## src/rtl/hazard_ctrl_pkg.sv

```systemverilog
// Shared types and widths for the hazard control block.
package hazard_ctrl_pkg;

   localparam int REG_W  = 4;
   localparam int STAT_W = 32;

   // FSM encoding, also driven onto state_o for debug.
   typedef enum logic [1:0] {
      RUN     = 2'd0,
      STALL   = 2'd1,
      MEMWAIT = 2'd2
   } state_t;

endpackage

```

## src/rtl/hazard_cmp.sv

```systemverilog
// One source register compared against one destination register.
// A match only counts when the source is really read and the
// destination is really written back.
module hazard_cmp
   import hazard_ctrl_pkg::*;
(
   input  logic [REG_W-1:0] src,
   input  logic             src_vld,
   input  logic [REG_W-1:0] dest,
   input  logic             wb_en,
   output logic             match
);

   // Qualified equality compare.
   always_comb begin
      match = src_vld & wb_en & (src == dest);
   end

endmodule

```

## src/rtl/hazard_ctrl.sv

```systemverilog
// Pipeline hazard controller: RAW / load-use stalls, branch flush,
// data-memory wait freeze with a sticky timeout flag.
// Optional build macro HAZARD_STATS_EN adds saturating event counters
// (stat_stall, stat_flush, stat_wait).
//
// Output priority: memory wait > taken branch > data-hazard stall.
// The four control outputs are purely combinational from the current
// inputs; the FSM only tracks what happened, for debug and stats.
module hazard_ctrl
   import hazard_ctrl_pkg::*;
#(
   parameter int MEM_TIMEOUT = 255
) (
   input  logic             clk,
   input  logic             rst_n,
   input  logic             fwd_en,
   input  logic [REG_W-1:0] id_src1,
   input  logic [REG_W-1:0] id_src2,
   input  logic             id_src1_vld,
   input  logic             id_src2_vld,
   input  logic [REG_W-1:0] ex_dest,
   input  logic [REG_W-1:0] mem_dest,
   input  logic             ex_wb_en,
   input  logic             mem_wb_en,
   input  logic             ex_mem_rd,
   input  logic             br_taken,
   input  logic             mem_req,
   input  logic             mem_ready,
   output logic             hz_stall,
   output logic             hz_bubble,
   output logic             hz_flush,
   output logic             pipe_freeze,
   output logic             mem_err,
`ifdef HAZARD_STATS_EN
   output logic [STAT_W-1:0] stat_stall,
   output logic [STAT_W-1:0] stat_flush,
   output logic [STAT_W-1:0] stat_wait,
`endif
   output logic [1:0]       state_o
);

   localparam logic [7:0] TIMEOUT = 8'(MEM_TIMEOUT);

   logic   m1_ex, m2_ex, m1_mem, m2_mem;
   logic   raw, lu, stall_req, wait_req;
   state_t state;
   logic [7:0] wait_cnt;

   hazard_cmp u_cmp_s1_ex  (.src(id_src1), .src_vld(id_src1_vld), .dest(ex_dest),  .wb_en(ex_wb_en),  .match(m1_ex));
   hazard_cmp u_cmp_s2_ex  (.src(id_src2), .src_vld(id_src2_vld), .dest(ex_dest),  .wb_en(ex_wb_en),  .match(m2_ex));
   hazard_cmp u_cmp_s1_mem (.src(id_src1), .src_vld(id_src1_vld), .dest(mem_dest), .wb_en(mem_wb_en), .match(m1_mem));
   hazard_cmp u_cmp_s2_mem (.src(id_src2), .src_vld(id_src2_vld), .dest(mem_dest), .wb_en(mem_wb_en), .match(m2_mem));

   // Hazard detection and prioritised control outputs (zero latency).
   always_comb begin
      raw         = m1_ex | m2_ex | m1_mem | m2_mem;
      lu          = (m1_ex | m2_ex) & ex_mem_rd;
      stall_req   = fwd_en ? lu : raw;
      wait_req    = mem_req & ~mem_ready;
      hz_stall    = 1'b0;
      hz_bubble   = 1'b0;
      hz_flush    = 1'b0;
      pipe_freeze = 1'b0;
      if (wait_req) begin
         pipe_freeze = 1'b1;
         hz_stall    = 1'b1;
      end else if (br_taken) begin
         hz_flush    = 1'b1;
      end else if (stall_req) begin
         hz_stall    = 1'b1;
         hz_bubble   = 1'b1;
      end
   end

   // FSM, wait counter and sticky timeout flag.
   always_ff @(posedge clk or negedge rst_n) begin
      if (!rst_n) begin
         state    <= RUN;
         wait_cnt <= 8'd0;
         mem_err  <= 1'b0;
      end else begin
         if (wait_req)
            state <= MEMWAIT;
         else if (stall_req && !br_taken)
            state <= STALL;
         else
            state <= RUN;

         if (!wait_req)
            wait_cnt <= 8'd0;
         else if (wait_cnt < TIMEOUT)
            wait_cnt <= wait_cnt + 8'd1;

         // The counter reaches TIMEOUT on this edge; flag it together.
         if (wait_req && (wait_cnt >= TIMEOUT - 8'd1))
            mem_err <= 1'b1;
      end
   end

   assign state_o = state;

`ifdef HAZARD_STATS_EN
   // Saturating event counters.
   always_ff @(posedge clk or negedge rst_n) begin
      if (!rst_n) begin
         stat_stall <= '0;
         stat_flush <= '0;
         stat_wait  <= '0;
      end else begin
         if (hz_stall && !pipe_freeze && (stat_stall != '1))
            stat_stall <= stat_stall + 1'b1;
         if (hz_flush && (stat_flush != '1))
            stat_flush <= stat_flush + 1'b1;
         if (pipe_freeze && (stat_wait != '1))
            stat_wait <= stat_wait + 1'b1;
      end
   end
`endif

endmodule

```

## config.mk

```make
export PLATFORM = sky130hd
export DESIGN_NAME = hazard_ctrl
export DESIGN_NICKNAME = d
export VERILOG_FILES = /design/src/rtl/hazard_ctrl_pkg.sv /design/src/rtl/hazard_cmp.sv /design/src/rtl/hazard_ctrl.sv
export SDC_FILE = /design/constraint.sdc
export NUM_CORES = 1
export LEC_CHECK = 0
export CAP_MARGIN = 15
export CELL_PAD_IN_SITES_DETAIL_PLACEMENT = 0
export CELL_PAD_IN_SITES_GLOBAL_PLACEMENT = 1
export CORE_AREA = 3 3 51 53
export CTS_BUF_LIST = sky130_fd_sc_hd__clkbuf_2
export CTS_CLUSTER_SIZE = 14
export DETAILED_ROUTE_END_ITERATION = 6
export DIE_AREA = 0 0 54 56
export DONT_BUFFER_PORTS = 1
export HOLD_SLACK_MARGIN = 0.06
export PLACE_DENSITY = 0.69
export SLEW_MARGIN = 10
export SYNTH_ARGS = -nofsm -noshare
export SYNTH_HDL_FRONTEND = slang
export SYNTH_SLANG_ARGS = --single-unit
```

## constraint.sdc

```tcl
create_clock -name clk -period 2.7 [get_ports clk]
set_input_delay 0.135 -clock clk [delete_from_list [all_inputs] [get_ports clk]]
set_output_delay 0.135 -clock clk [all_outputs]
set_load 0.02 [all_outputs]
```

Word level (Yosys, flattened, before mapping)
Index checks and enable logic that the tools add are counted.
- output and inout port bits: 7
- RAM bits: 0
- bits in latches: 0
- ROM bits: 0
- register bits after elaboration: 11
- memories: 0
- muxes and demuxes: 12
- bitwise logic cells: 14
- order comparisons: 2
- shifts and indexed selects: 0
- div/mod/pow operators: 0
- reductions and logical operators: 3
- eq/ne operators: 5
- multipliers: 0
- add/subtract/negate cells: 1
- operators with widths (kind ; count):
    4-bit == test ; 4
    8-bit 2-to-1 mux ; 2
    1-bit AND ; 10
    1-bit 2-to-1 mux ; 9
    8-bit by 1-bit adder with 8-bit output (second input constant) ; 1
    8-bit greater-or-equal comparator (second input constant) ; 1
    8-bit less-than comparator (second input constant) ; 1
    1-bit bitwise OR ; 3
    1-bit logical AND ; 2
    2-bit 2-to-1 mux ; 1
    2-bit by 1-bit inequality test with 1-bit output (second input constant) ; 1
    1-bit zero test ; 1
    1-bit NOT ; 1

Longest topological paths before layout
- depth after elaboration: 9
- depth in mapped cells: 6

Modules after synthesis
From an unflattened synthesis, not the netlist that was laid out.
- cell total of the unflattened synthesis: 89
- area, all modules: 809.5 sq um
- by module, submodules not included (module ; area each (sq um) ; cells each ; seq. area each (sq um) ; instances):
    hazard_ctrl ; 574.3 ; 57 ; 275.3 ; 1
    hazard_cmp ; 58.8 ; 8 ; 0.0 ; 4

Worst setup path after synthesis
Ideal clock, no wire load.
- path type: in2reg
- start point: in ex_dest[1]
- end point: reg state[0] (netlist: state_o[0])
- library setup time: 0.182 ns
- arrival: 1.230 ns
- path buffers: 0
- cell stages on the path: 6
- data required time: 2.518 ns
- slack: 1.287 ns
- path through: xor2_1 > nor3_1 > nand4_1 > o21ai_2 > a311oi_2 > o41ai_2
- word-level cells in the longest chain between the ends: 9
- ends and longest elaborated chain (what ; RTL line ; text):
    from (decl) ; hazard_ctrl.sv:21 ; input logic [REG_W-1:0] ex_dest,
    4-bit == test ; hazard_cmp.sv:16 ; match = src_vld & wb_en & (src == dest);
    1-bit AND ; hazard_cmp.sv:16 ;
    1-bit bitwise OR * ; hazard_ctrl.sv:56, hazard_ctrl.sv:57 ;
    1-bit bitwise OR (2 in series) ; hazard_ctrl.sv:56 ; raw = m1_ex | m2_ex | m1_mem | m2_mem;
    1-bit 2-to-1 mux * ; hazard_ctrl.sv:58 ; stall_req = fwd_en ? lu : raw;
    1-bit logical AND * ; hazard_ctrl.sv:84 ; else if (stall_req && !br_taken)
    1-bit 2-to-1 mux * ; hazard_ctrl.sv:84 ;
    2-bit 2-to-1 mux * ; hazard_ctrl.sv:82 ; if (wait_req)
    to (signal assigned) ; hazard_ctrl.sv:83 ; state <= MEMWAIT;
    to (signal assigned) ; hazard_ctrl.sv:85 ; state <= STALL;
    to (signal assigned) ; hazard_ctrl.sv:87 ; state <= RUN;
    to (decl) ; hazard_ctrl.sv:46 ; state_t state;
Every way passes the cells marked *; elsewhere a longest branch is shown, timed or not.
A chain may end at the register's enable or synchronous reset.

Worst setup path in the final report
- start point: in id_src1[0]
- end point: reg state[0] (netlist: state_o[0])
- word-level cells in the longest chain between the ends: 9
- ends and longest elaborated chain (what ; RTL line ; text):
    from (decl) ; hazard_ctrl.sv:17 ; input logic [REG_W-1:0] id_src1,
    4-bit == test ; hazard_cmp.sv:16 ;
    1-bit AND ; hazard_cmp.sv:16 ;
    1-bit bitwise OR ; hazard_ctrl.sv:56, hazard_ctrl.sv:57 ;
    1-bit bitwise OR (2 in series) ; hazard_ctrl.sv:56 ;
    1-bit 2-to-1 mux * ; hazard_ctrl.sv:58 ;
    1-bit logical AND * ; hazard_ctrl.sv:84 ;
    1-bit 2-to-1 mux * ; hazard_ctrl.sv:84 ;
    2-bit 2-to-1 mux * ; hazard_ctrl.sv:82 ;
Marked as above.

==> impl_results.md <==
- Initial core utilization: 34.72%
- Io pins: 34
- Largest family of logic cells by synthesized area: compound AO/OA/AOI/OAI gates
- Adder-cell share of the synthesized area: 3.289%
- Gpl congestion: 0.6990
- Clock power share: 29.3%
- TritonRoute pass-1 iters: 4
- Die X-Extent: 54 um
- Worst EP arrival: 1.96 ns
- Slew HR: 57.20%
- Post-synthesis compound-gate area fraction: 23.36%
- Hold slack: 0.2560 ns
- Nets: 116
- Synth cell types: 35
- VDD IR max: 0.1709 mV
- Post-Synthesis Cell Area: 760.7 um^2
- Starting DRC count in detailed routing: 13
- Setup TNS: 0 ns
- Layout cell share with drive strength beyond 1: 12.79%
- Seq cells post-synth: 11
- Critical path peak fanout: 2
- Clk_lat worst skew: 0.26 ns
- Die area: 3024 um^2
- Commonest non-fill, non-tap cells in the layout: dfrtp_1, xor2_1, inv_1
- Area share of and/or/nand/nor cells after synthesis: 18.09%
- Drt drc: 0
- P&R area growth vs syn: 10.53%
- Fin worst setup slack: 0.9404 ns
- XOR/XNOR Fraction of Synth Area: 14.97%
- Worst Tran Pin Value: 0.6351 ns
- RSZ-0062 raised after global routing: false
- Power Density: 367.6 nW/um^2
- H-tree depth: 1
- DR vias/cell: 5.728
- Hold/Removal Path Class: input pin to asynchronous set/reset pin
- Die Y: 56 um
- First-pass GRT wire length: 2773 um
- Final min period: 1.760 ns
- Comb pwr share: 15.3%
- Clock buffer depth: 2
- Routed WL: 1691 um
- Final Max Slew Viols: 0
- Post-synthesis sequential area ratio: 36.18%
- N_diodes: 0
- Switching pwr: 87.42 uW
- Clock transition at path regs: 0.12 ns
- Post_cts resized: 0
- Post-Place Worst Slack: 1.168 ns
- Core area: 2191 um^2
- Post-synth EDFFs: 0
- Largest net degree at the start of global routing: 12
- Final Skew: 0.01173 ns
- MaxCap Viol Count: 0
- Drt wl/cell: 14.83 um
- Total gr overflow: 0
- Int Power: 221.7 uW
- Root Buffer: clkbuf_2
- Syn_nets: 109
- Peak Freq: 568.3 MHz
- Startpoint Class: input pin
- Port buffer count: 0
- Commonest non-fill, non-tap cell in the layout: dfrtp_1
- Initial antenna violation count: 0
- LEAKAGE: 0.0003570 uW
- Total track usage: 12.46%
- CP Class: input pin to flip-flop
- Ys Warns: 0
- Period utilization: 65.17%
- Ys flop type: dfrtp_1
- Final setup vio count: 0
- Cts bufs inserted: 3
- Flop pwr share: 55.4%
- Post-Synthesis Cells: 80
- Worst Path Required: 2.90 ns
- CTS sink cnt: 11
- Num rows: 17
- CTS tree: yes
- Mux cell area share after synthesis: 0%
- Number of global-route vias before repair: 657
- Final ANT Viol Nets: 0
- Hold Fails Final Rpt: 0
- Switching Fraction: 28.28%
- Via count: 653
- Ys async rst share: 100.0%
- Worst setup EP type: flip-flop
- Outcome: completed
- Average size of a mapped cell: 9.509 um^2
- Post-DP HPWL: 1329 um
==> timing repair <==
action                                  CTS  global route
buffers inserted                          0             0
endpoints found under the setup margin    0             0
endpoints found under the hold margin    12             0
hold buffers                              3             0
==> final cells by class <==
class                           count  area [um^2]
Fill cell                         229         1350
Multi-Input combinational cell     61        454.2
Sequential cell                    11        275.3
Tap cell                           28        35.03
Timing Repair Buffer                3        30.03
Inverter                            7        26.28
Clock buffer                        3        15.01
Clock inverter                      1        5.005
==> cells in the mapped netlist, types with 2 or more instances <==
cell type	n	area share, %
xnor2_1	5	5.8
nand4_1	4	3.3
ha_1	2	3.3
xor2_1	8	9.2
a31oi_1	4	3.3
a21oi_1	2	1.3
dfrtp_1	11	36
o2111ai_1	2	2.3
nor3_1	3	2.0
inv_1	6	3.0
nand3_1	2	1.3
o21ai_0	2	1.3
nand2_1	4	2.0
nor2_1	4	2.0
==> sequential cells by signal, indices dropped and copies added (netlist names) <==
register  cells
state_o       2
mem_err       1
wait_cnt      8
==> power groups by stage <==
stage / clock, uW / sequential, uW / combinational [uW]
final: 90.7 / 171 / 47.3
after global routing: 109 / 172 / 52.6
after CTS: 97.0 / 171 / 48.2
after detailed placement: 0 / 174 / 41.5
after global placement: 0 / 174 / 41.6
after floorplan: 0 / 174 / 36.4
==> worst paths after layout <==
| kind | end | from | cells after the start | slack, ns |
|---|---|---|---|---|
| min in group clk | wait_cnt[1] | mem_req | 2 | 0.28 |
| worst min-delay path | wait_cnt[2] | rst_n | 1 | 0.26 |
| max in group asynchronous | wait_cnt[5] | rst_n | 1 | 2.10 |
| worst min register to register | wait_cnt[2] | wait_cnt[2] | 1 | 0.56 |
| worst max-delay path | state_o[0] | id_src1[0] | 6 | 0.94 |
| worst max register to register | wait_cnt[1] | wait_cnt[0] | 5 | 1.22 |
==> cell families after synthesis <==
| family | Yosys count |
|---|---|
| AOI/OAI and AO/OA | 21 |
| DFF | 11 |
| buffers and inverters | 8 |
| adders and majority gates | 2 |
| xor gates and xnor gates | 13 |
| and+or+nand+nor | 25 |
==> through the flow <==
step / instance area, um^2 / util (%) / power (uW) / cells
after floorplan: 760.7 / - / 210.3 / 80
after global placement: 790.8 / 36.09 / 215.9 / 107
after detailed placement: 790.8 / 36.09 / 215.9 / 107
after CTS: 840.8 / 38.38 / 316.3 / 114
after global routing: 840.8 / 38.38 / 333.6 / 114
final: 840.8 / 38.38 / 309.1 / 114
==> critical path, stage by stage <==
cell	delay (ns)
xnor2_1	0.14
nand3_1	0.09
nor4_1	0.29
a311oi_2	0.12
o41ai_2	0.55
dlygate4sd3_1	0.63
==> layer usage <==
metal	vias up	global-route usage (%)	routed length, um
li1	311	-	-
met1	313	13.68	664
met2	27	20.24	878
met3	2	4.558	125
met4	0	6.406	21
met5	-	0	0
Power figures use the tool's default switching activity.
